[config.mk]
export PLATFORM = sky130hd
export DESIGN_NAME = alu_wb_ctrl
export DESIGN_NICKNAME = d
export VERILOG_FILES = /design/src/rtl/alu_wb_ctrl.sv
export SDC_FILE = /design/constraint.sdc
export NUM_CORES = 1
export LEC_CHECK = 0
export ABC_AREA = 1
export BUFFER_PORTS_ARGS = -buffer_cell sky130_fd_sc_hd__buf_4
export CAP_MARGIN = 20
export CORE_ASPECT_RATIO = 0.75
export CORE_MARGIN = 2
export CORE_UTILIZATION = 50
export DETAILED_ROUTE_END_ITERATION = 16
export GPL_ROUTABILITY_DRIVEN = 0
export HOLD_SLACK_MARGIN = 0.15
export PLACE_DENSITY = 0.85
export SYNTH_ARGS = -nofsm -noshare
export SYNTH_HDL_FRONTEND = slang
export SYNTH_SLANG_ARGS = --single-unit
[constraint.sdc]
create_clock -name clk -period 3.55 [get_ports clk]
set_input_delay 0.5325 -clock clk [delete_from_list [all_inputs] [get_ports clk]]
set_output_delay 0.5325 -clock clk [all_outputs]
set_load 0.005 [all_outputs]
[src/rtl/alu_wb_ctrl.sv]
// alu_wb_ctrl: sequences one ALU result per handshake onto the single
// register-file write port. Dual-result operations write Rd first and then
// R15. On overflow, all writes are suppressed, the faulting PC is latched and
// an exception request is held until the control unit acknowledges it.
module alu_wb_ctrl #(
    parameter int                DATA_W   = 16,
    parameter int                ADDR_W   = 4,
    parameter logic [ADDR_W-1:0] R15_ADDR = 4'hF
) (
    input  logic                clk,
    input  logic                rst,
    input  logic                inValid,
    output logic                inReady,
    input  logic [2*DATA_W-1:0] aluRslt,
    input  logic [DATA_W-1:0]   aluRsltR15,
    input  logic                ovExcep,
    input  logic [ADDR_W-1:0]   destReg,
    input  logic                wrR15,
    input  logic [DATA_W-1:0]   pcIn,
    output logic                regWrite,
    output logic [ADDR_W-1:0]   wrAddr,
    output logic [DATA_W-1:0]   wrData,
    output logic                excReq,
    output logic [DATA_W-1:0]   epc,
    input  logic                excAck
);

    typedef enum logic [1:0] {
        IDLE   = 2'd0,
        WR_RD  = 2'd1,
        WR_R15 = 2'd2,
        EXC    = 2'd3
    } state_t;

    state_t              state_q;
    state_t              state_d;
    logic                accept;
    logic [DATA_W-1:0]   hold_r15_data;
    logic                hold_wr_r15;

    // The upper half of the primary result never reaches the register file.
    logic unused_rslt_hi;
    assign unused_rslt_hi = ^aluRslt[2*DATA_W-1:DATA_W];

    // State register.
    // NOTE: sequential state uses non-blocking (<=) so every flop samples
    // pre-edge values; blocking here would create order-dependent races.
    always_ff @(posedge clk or posedge rst) begin
        if (rst) begin
            state_q <= IDLE;
        end else begin
            state_q <= state_d;
        end
    end

    // Next-state decode plus the state-decoded handshake/control outputs.
    // NOTE: every output gets a default first, so no path leaves a
    // variable unassigned and no latch is inferred.
    always_comb begin
        state_d  = state_q;
        inReady  = 1'b0;
        regWrite = 1'b0;
        excReq   = 1'b0;
        accept   = 1'b0;
        unique case (state_q)
            IDLE: begin
                inReady = 1'b1;
                if (inValid) begin
                    accept  = 1'b1;
                    state_d = ovExcep ? EXC : WR_RD;
                end
            end
            WR_RD: begin
                regWrite = 1'b1;
                state_d  = hold_wr_r15 ? WR_R15 : IDLE;
            end
            WR_R15: begin
                regWrite = 1'b1;
                state_d  = IDLE;
            end
            EXC: begin
                excReq = 1'b1;
                if (excAck) begin
                    state_d = IDLE;
                end
            end
            default: state_d = IDLE;
        endcase
    end

    // Capture the result at accept and stage the write port one cycle ahead
    // of each write state; wrAddr/wrData hold when no write is scheduled.
    always_ff @(posedge clk or posedge rst) begin
        if (rst) begin
            hold_r15_data <= '0;
            hold_wr_r15   <= 1'b0;
            wrAddr        <= '0;
            wrData        <= '0;
            epc           <= '0;
        end else if (accept) begin
            hold_r15_data <= aluRsltR15;
            hold_wr_r15   <= wrR15;
            if (ovExcep) begin
                epc <= pcIn;
            end else begin
                wrAddr <= destReg;
                wrData <= aluRslt[DATA_W-1:0];
            end
        end else if (state_q == WR_RD && hold_wr_r15) begin
            wrAddr <= R15_ADDR;
            wrData <= hold_r15_data;
        end
    end

endmodule

# ---- Yosys cells after proc, flatten, opt, wreduce, memory -nomap -nowiden
# Index checks and enable logic that the tools add are counted.
dict set report classes {
  n_mux 16
  reduce_logical 7
  n_eq_ne 6
}
# operator count
set op_table {}
lappend op_table {{$mux W16} 3}
lappend op_table {{$mux W4} 3}
lappend op_table {{$mux W2} 4}
lappend op_table {{$pmux W2 S4} 1}
lappend op_table {{$ne A2 B2 Y1 const B} 3}
lappend op_table {{$reduce_and A2 Y1} 3}
lappend op_table {{$mux W1} 5}
lappend op_table {{$eq A2 B2 Y1 const B} 2}
lappend op_table {{$eq A2 B1 Y1 const B} 1}
lappend op_table {{$logic_not A2 Y1} 1}
lappend op_table {{$reduce_bool A2 Y1} 1}
lappend op_table {{$reduce_or A2 Y1} 1}
lappend op_table {{$logic_and A1 B1 Y1} 1}
dict set report totals {
  word_cells 35
  input_bits 74
  regBits 55
}

# ---- Longest topological paths before layout
# Gate-level depths: netlist (run 1).
dict set report logic_depth {
  ltp_word 4
  ltp_mapped 9
  ltp_nobuf 8
}

# ---- Worst setup path after synthesis (run 1)
# No wires, ideal clock.
dict set report synth_timing {
  kind {flip-flop to flip-flop}
  from {reg state_q[0]}
  to {reg wrData[0]}
  synth_period_minus_slack_ps 1391
  t_arrival_ps 1275
  slack_ps 2159
  stages_incl_launch_ff 10
  path_buffers 2
  setup_ps 116
  required_ps 3434
  path_cell_list {dfrtp_1 inv_1 ha_1 buf_4 nand2_4 nand2_2 nand2_4 buf_6 nand2_1 nand2_1}
}
dict set report synth_between {
  elab_chain_cells 4
  word_cells_on_any_way 8
}
# element line_no
set synth_lines {}
lappend synth_lines {{start: declaration} 35} ;# state_t state_q;
lappend synth_lines {{start signal: assignment} 52} ;# state_q <= state_d;
lappend synth_lines {{$logic_not A2 Y1 / $eq A2 B1 Y1 (equally long branches)} {65, 109}}
lappend synth_lines {{$mux W1 / $logic_and A1 B1 Y1 (equally long branches)} {65, 109}}
lappend synth_lines {{$ne A2 B2 Y1 (no line) / $reduce_bool A2 Y1 (equally long branches)} --}
lappend synth_lines {{$reduce_and A2 Y1 (no line)} --}
lappend synth_lines {{end signal: assignment} 107} ;# wrData <= aluRslt[DATA_W-1:0];
lappend synth_lines {{end signal: assignment} 111} ;# wrData <= hold_r15_data;
lappend synth_lines {{end: declaration} 22} ;# output logic [DATA_W-1:0] wrData,
# Parallel ways exist; a longest one is shown, timed or not.
# A chain may end at the register's enable or synchronous reset.

# ---- Worst setup path in the final report (run 1)
dict set report layout_timing {
  from {reg state_q[1]}
  to {out inReady}
}
dict set report layout_between {
  elab_chain_cells 2
}
# element line_no
set layout_lines {}
lappend layout_lines {{$logic_not A2 Y1} 65} ;# unique case (state_q)
lappend layout_lines {{$mux W1} 65}
lappend layout_lines {{end: declaration} 13} ;# output logic inReady,
# Every way passes these cells.

==> impl_summary.md, run 1 <==
Run status
The run finished with clean final reports.

Setup path
STA classifies the critical path startpoint as a register. At the worst endpoint, the arrival time is 1.69 ns. The number of buffers and inverters on the critical path is 2. On the critical path the largest part of the delay comes from adder cells. The path type of the worst setup path is register to output pin. The critical-path cell with the highest stage delay is sky130_fd_sc_hd__ha_1. At the worst endpoint, the required time is 3.02 ns. The setup slack on the worst flop-to-flop path is about 1.4 ns. The critical path goes through inv_1, ha_1, buf_4. The highest net fanout along the worst path is 18.

The stage delay of the slowest cell on the critical path is 0.65 ns. STA classifies the critical path endpoint as an output pin.

Detailed routing
The met2 routed wirelength is about 2700 um. The detailed-route wire length is 5593 um. In the detailed route, the total length drawn on met3 is between 400 and 500 um.

In the final routed layout, each cell accounts on average for 12.60 um. The mean number of vias per cell is 5.020. The post-route antenna net violation count is 0.

The total vias in the final route is 2229. The routed metal-1 wire length is roughly 2400 um. After detailed routing, the number of remaining DRC violations is 0.

The first-pass detailed-route iteration total is 4. After the first detailed-routing iteration, the DRC count stood at about 130. The highest metal layer carrying signal wires in the routed design is met4.

Synthesis
The mean instance size in the synthesized netlist is approximately 8.4 um^2. The number of distinct library cells after synthesis is 16. The mapped netlist covers between 0.002 and 0.0025 mm^2.

Synthesis produced 292 cells. For this run, the register share of the synthesized area comes to 0.5609. Synthesis inferred 55 register bits. The share of synthesized area in the top cell type comes to 0.5609. Ranked by total cell area, the synthesized netlist is headed by sky130_fd_sc_hd__dfrtp_1 (56%), sky130_fd_sc_hd__nand2_1 (24%), sky130_fd_sc_hd__nand3_1 (6.7%). The number of synthesis warnings is 0. The cell type with the highest aggregate area in the netlist is sky130_fd_sc_hd__dfrtp_1.

The number of nets handed over by synthesis was 370.

Timing
The number of hold violations in the final report is 0. Setup violations remaining at the end of the flow were counted as 0. Headroom to the max-slew limit came out at 0.4070.

The number of pins with negative max-slew slack in the final report is 0. For this run, the top clock speed supported by timing is roughly 450 MHz. Clock skew on the completed layout was measured at 0.005785 ns.

Hold timing on the final database bottoms out at a slack of 0.4142 ns. Of the available clock period, the critical path in the final layout requires 0.6250. The setup slack after layout is between 1 and 1.5 ns.

The actual slew at the worst max-slew pin is 0.8895 ns. Setup repair after global routing left no endpoint under its margin. The clock period minus final worst setup slack is 2.219 ns.

Setup total negative slack on the finished layout was measured at 0 ns.

Clock tree
In this run, post-CTS repair resized a total of 0 instances. The number of post-CTS setup repair buffers is 0. The TritonCTS buffer count is 5. The buffer depth of the longest clock path is 2.

The number of H-tree levels is 2. The cell at the root of the clock tree is sky130_fd_sc_hd__clkbuf_8. The clock transition at the registers of the reported paths is 0.09 ns. For this design, the sink count on the clock tree is 55. The CTS tree is done.

The insertion delay of the later-clocked pin in the worst-skew pair is 0.30 ns. The number of buffers inserted by hold repair at cts is 0.

Floorplan
In this run the core area contains 22 standard-cell rows. The floorplan step defined a die boundary enclosing 0.005489 mm^2. The vertical die dimension is 64.67 um. The core box area is 0.004817 mm^2. From left edge to right edge, the die measures 84.89 um. The number of primary I/O pins is 113.

The effective utilization at floorplan is 0.5094.

Run
The number of violations of the max-capacitance limit is 0.

Placement
The minimum setup slack after placement is roughly 1.4 ns. Port buffering added 96 buffers. Counting tap cells, the placed design contains a total of 436 instances. Summing all placed instances gives a cell area of ~0.0032 mm^2. The sum of net half-perimeters after detailed placement is roughly 4000 um.

Finish
In the final layout, the share of cells above drive strength 1 is 0.3073. The area growth from synthesis to final layout is 33.10%. The final net count is approximately 460. The top cell types in the final layout, fill and taps aside, are sky130_fd_sc_hd__nand2_1 (158), sky130_fd_sc_hd__buf_4 (98), sky130_fd_sc_hd__dfrtp_1 (55). The number of standard cells in the final layout excluding fillers is 444. The number of diodes added for antenna fixing is 0.

Summing all non-filler instances in the final layout gives an area of 0.003266 mm^2. Leaving out fill and tap cells, the most frequent cell in the layout is sky130_fd_sc_hd__nand2_1.

GRT
The largest net degree at the start of global routing is 45. The first global-routing pass estimated roughly 9600 um of wire. The initial antenna violation count is 0. The aggregate global-route resource usage is 0.2182.

The number of global-route vias before repair was 2212. The global route total overflow is 0.

Pwr
Power spread over the standard cell area amounts to between 700 and 800 mW/mm^2. The maximum vdd ir drop is roughly 0.54 mV. For this design the static power due to leakage is 1.909 nW.

Worst hold path
In this run the worst hold path is classified as primary input to asynchronous set/reset pin.
where the power goes:
part / total [W] / switching, W / internal, W
Sequential: 0.00103 / 0.000131 / 0.000898
Clock: 0.000367 / 0.000189 / 0.000178
Combinational: 0.00107 / 0.000584 / 0.000481
Total: 0.00246 / 0.000905 / 0.00156
registers in the layout, indices dropped and copies added (netlist names):
signal / count
epc: 16
hold_r15_data: 16
wrAddr: 4
hold_wr_r15: 1
state_q: 2
wrData: 16
final timing paths:
check,start,endpoint,cells past startpoint
hold / removal,rst,wrData[1],2
setup / recovery,state_q[1],inReady,3
hold reg to reg,hold_r15_data[5],hold_r15_data[5],2
min in group clk,pcIn[10],epc[10],3
setup reg to reg,state_q[1],wrData[11],7
max in group asynchronous,rst,wrData[5],3
metal layers:
layer	global-route usage	vias up
li1	-	1086
met1	0.2792	1051
met2	0.3720	88
met3	0.05350	4
met4	0.06349	0
met5	0	-
stage by stage:
step / total power (W) / utilization
after floorplan: 0.001673 / -
after global placement: 0.002066 / 0.6564
after detailed placement: 0.002112 / 0.6564
after CTS: 0.002486 / 0.6779
after global routing: 0.002677 / 0.6779
final: 0.002462 / 0.6779
cell families after synthesis:
| kind of cell | synth area share |
|---|---|
| simple gates | 0.3406 |
| compound gates | 0.01631 |
| buf+inv | 0.06170 |
| flops | 0.5609 |
| fa+ha+maj | 0.02040 |
cells in the mapped netlist, drive strengths merged:
cell / instances
buf: 14
a21oi: 4
dfrtp: 55
o21ai: 1
nand2: 162
inv: 13
nand3: 35
ha: 4
nor2: 4
final cells by class:
class                           instances  area [um^2]
Clock buffer                            7        96.34
Timing Repair Buffer                   98        735.7
Multi-Input combinational cell        210        925.9
Sequential cell                        55         1376
Inverter                               13        48.80
Clock inverter                          1        7.507
Tap cell                               60        75.07
Fill cell                             420         1551
No activity file was read; power rests on OpenSTA's default activity.
==> run 2: changes to the inputs <==
--- a/config.mk
+++ b/config.mk
@@ -10,11 +10,11 @@
 export CAP_MARGIN = 20
 export CORE_ASPECT_RATIO = 0.75
 export CORE_MARGIN = 2
-export CORE_UTILIZATION = 50
+export CORE_UTILIZATION = 46
 export DETAILED_ROUTE_END_ITERATION = 16
 export GPL_ROUTABILITY_DRIVEN = 0
 export HOLD_SLACK_MARGIN = 0.15
-export PLACE_DENSITY = 0.85
+export PLACE_DENSITY = 0.79
 export SYNTH_ARGS = -nofsm -noshare
 export SYNTH_HDL_FRONTEND = slang
 export SYNTH_SLANG_ARGS = --single-unit
==> constraint.sdc (replaced) <==
create_clock -name clk -period 2.05 [get_ports clk]
set_input_delay 0.3075 -clock clk [delete_from_list [all_inputs] [get_ports clk]]
set_output_delay 0.3075 -clock clk [all_outputs]
set_load 0.005 [all_outputs]
==> run 2 against run 1 <==
  * Core utilization shrank 1.1 points
  * Critical path depth grew 3
  * Global-route usage shrank 1.0 points
  * Clock skew grew 0.0032 ns
  * Non-clock buffer count grew 4
  * Flip-flop and latch count is the same
==> impl_summary.md, run 2 (synthesized netlist as in run 1, its figures left out) <==
Detailed routing
Before antenna repair, the detailed router went through 4 iterations. The number of DRC markers in iteration 0 is 93. Detailed routing inserted a total of 2206 vias. For this run, design rule violations remaining after detail routing come to 0. The mean number of vias per cell is around 4.8. The detailed-route wire length is 5768 um. In the final routed layout, each cell accounts on average for approximately 13 um. The post-route antenna net violation count is 0.

Setup path
The worst path arrival time is 2.04 ns. The source of the critical timing path is state_q[1]. The path type of the worst setup path is register to register. The most critical setup path has its endpoint at wrData[8]. The nature of the critical path startpoint is a register. The setup slack on the worst flop-to-flop path is between 0.2 and 0.3 ns. The end of the worst register-to-register path is wrData[8]. STA classifies the critical path endpoint as a register. The worst register-to-register path begins at state_q[1]. At the worst endpoint, the required time is 2.29 ns. Of all nets on the critical path, the largest fanout is 20. Counting cells, the worst reg-to-reg path comes to 6.

Floorplan
The core box area is 0.005010 mm^2. The number of primary I/O pins is 113. The cell row count is 22.

Measured along the x axis, the die boundary spans roughly 88 um. The vertical die dimension is just under 70 um. The effective utilization at floorplan is 0.4898. The floorplan step defined a die boundary enclosing 0.005940 mm^2.

Timing
The ratio of final minimum period to clock period is 0.8738. Across the routed clock network, the largest skew measured is 0.008944 ns. Setup repair after global routing left no endpoint under its margin. At the pin with the least slew margin, the transition time is around 0.6 ns. Derived from the worst setup path, the maximum achievable clock frequency is about 560 MHz. The worst pin sits at a relative slew slack of 0.5996. The number of pins with negative max-slew slack in the final report is 0. The number of hold violations in the final report is 0. Once routing completed, OpenROAD measured the worst setup slack at 0.2586 ns.

Setup violations remaining at the end of the flow were counted as 0. The sum of negative setup slack is 0 ns. The clock period minus final worst setup slack is around 1.8 ns.

Finish
Fill cells in the final layout number 451. The post-route cell area is 0.003339 mm^2. The final net count is 465. Leaving out fill and tap cells, the most frequent cell in the layout is sky130_fd_sc_hd__nand2_1. The share of cells above drive strength 1 is 0.3119. Leaving out fill and tap cells, the most frequent cells in the layout are sky130_fd_sc_hd__nand2_1 (158), sky130_fd_sc_hd__buf_4 (100), sky130_fd_sc_hd__dfrtp_1 (55). The largest registers in the layout are epc (16), hold_r15_data (16), wrData (16). The number of diodes added for antenna fixing is 0. The area growth from synthesis to final layout is 36.10%.

Clock tree
The buffer depth of the longest clock path is 2. The clock transition at the registers of the reported paths is 0.10 ns. The H-tree generated during clock tree synthesis spans 2 levels. The number of instances resized during post-cts repair is 0. The CTS tree is done. The TritonCTS sink count is 55. The TritonCTS buffer count is 5. Clock latency on the worst-skew pair, taken at its later pin, is 0.31 ns. The cell at the root of the clock tree is sky130_fd_sc_hd__clkbuf_8.

GRT
The initial antenna violation count is 0. The total overflow left after global routing is 0. The number of global-route vias before repair came to 2117. The aggregate global-route resource usage is 0.2080.

The first global-routing pass estimated 9425 um of wire. Entering global routing, the biggest net connects 29 pins.

Worst hold path
The depth of the worst hold-timing path is 3. The path type of the worst min-delay path is primary input to register.

Pwr
The maximum vdd ir drop is ~0.83 mV. The leakage power of the design is 1.943 nW. Power spread over the standard cell area amounts to 1316 mW/mm^2. The total power is 0.004394 W.

Placement
Detailed placement ended at an HPWL of 4237 um. In this run the tool buffered the top-level ports with 96 buffer cells. The placed standard-cell area is between 0.003 and 0.004 mm^2. The minimum setup slack after placement is 0.2581 ns.

Run
The number of violations of the max-capacitance limit is 0.

Run status
The flow ran to the end, and the final reports show no timing, DRC or antenna violations.
run 2: changes by cell type in the layout (fill, tap and decap cells not counted), sizes merged:
cell | previous run | this run
clkbuf | 7 | 6
clkinv | 0 | 1
buf | 98 | 101
bufinv | 0 | 1
clkinvlp | 1 | 0
dlygate4sd3 | 0 | 1
run 2: layout make-up:
cell class | instances | area [um^2] | area share
multi-input cells | 210 | 925.9 | 0.2773
clock inverters | 2 | 35.03 | 0.01049
clock buffers | 6 | 82.58 | 0.02473
flip-flops and latches | 55 | 1376 | 0.4121
well taps | 72 | 90.09 | 0.02698
inverters | 13 | 48.80 | 0.01461
repair buffers | 102 | 780.7 | 0.2338
run 2: how the worst min path moves through the flow:
stage	to	slack (ns)	startpoint
after global routing	epc[4]	0.17	pcIn[4]
after detailed placement	wrAddr[0]	0.43	rst
final	epc[4]	0.18	pcIn[4]
after floorplan	epc[0]	0.42	pcIn[0]
after CTS	epc[4]	0.18	pcIn[4]
after global placement	wrAddr[0]	0.42	rst
run 2: power breakdown:
part | internal (W) | leakage, nW | total (W) | switching (W)
combinational | 0.000865 | 1.20 | 0.00188 | 0.00102
clock | 0.000395 | 0.0612 | 0.000733 | 0.000337
sequential | 0.00156 | 0.684 | 0.00178 | 0.000223
run 2: routing by layer:
metal	wire length, um	part of all wire	global-route usage	vias to the layer above
met4	43	0.0075	0.04924	0
li1	-	-	-	1085
met2	2724	0.47	0.3562	64
met5	0	0	0	-
met1	2576	0.45	0.2616	1051
met3	423	0.073	0.06357	6
run 2: worst max-delay path: stages (launching register included):
cell and delay (ns):
sky130_fd_sc_hd__dfrtp_1 0.41, sky130_fd_sc_hd__inv_1 0.11, sky130_fd_sc_hd__ha_1 0.33, sky130_fd_sc_hd__nand3_4 0.25, sky130_fd_sc_hd__nand2_2 0.44, sky130_fd_sc_hd__nand2_1 0.11, sky130_fd_sc_hd__nand2_1 0.08
run 2: stage by stage:
step	std cells	util	hold slack (ns)
floorplan	292	-	0.4171
global placement	451	0.6411	0.4231
detailed placement	451	0.6411	0.4320
CTS	460	0.6666	0.1845
global route	460	0.6666	0.1725
finish	460	0.6666	0.1842
run 2: repair_timing:
action / in CTS / in global routing
hold buffers: 1 / 0
buffers inserted: 0 / 0
endpoints found under the hold margin: 27 / 0
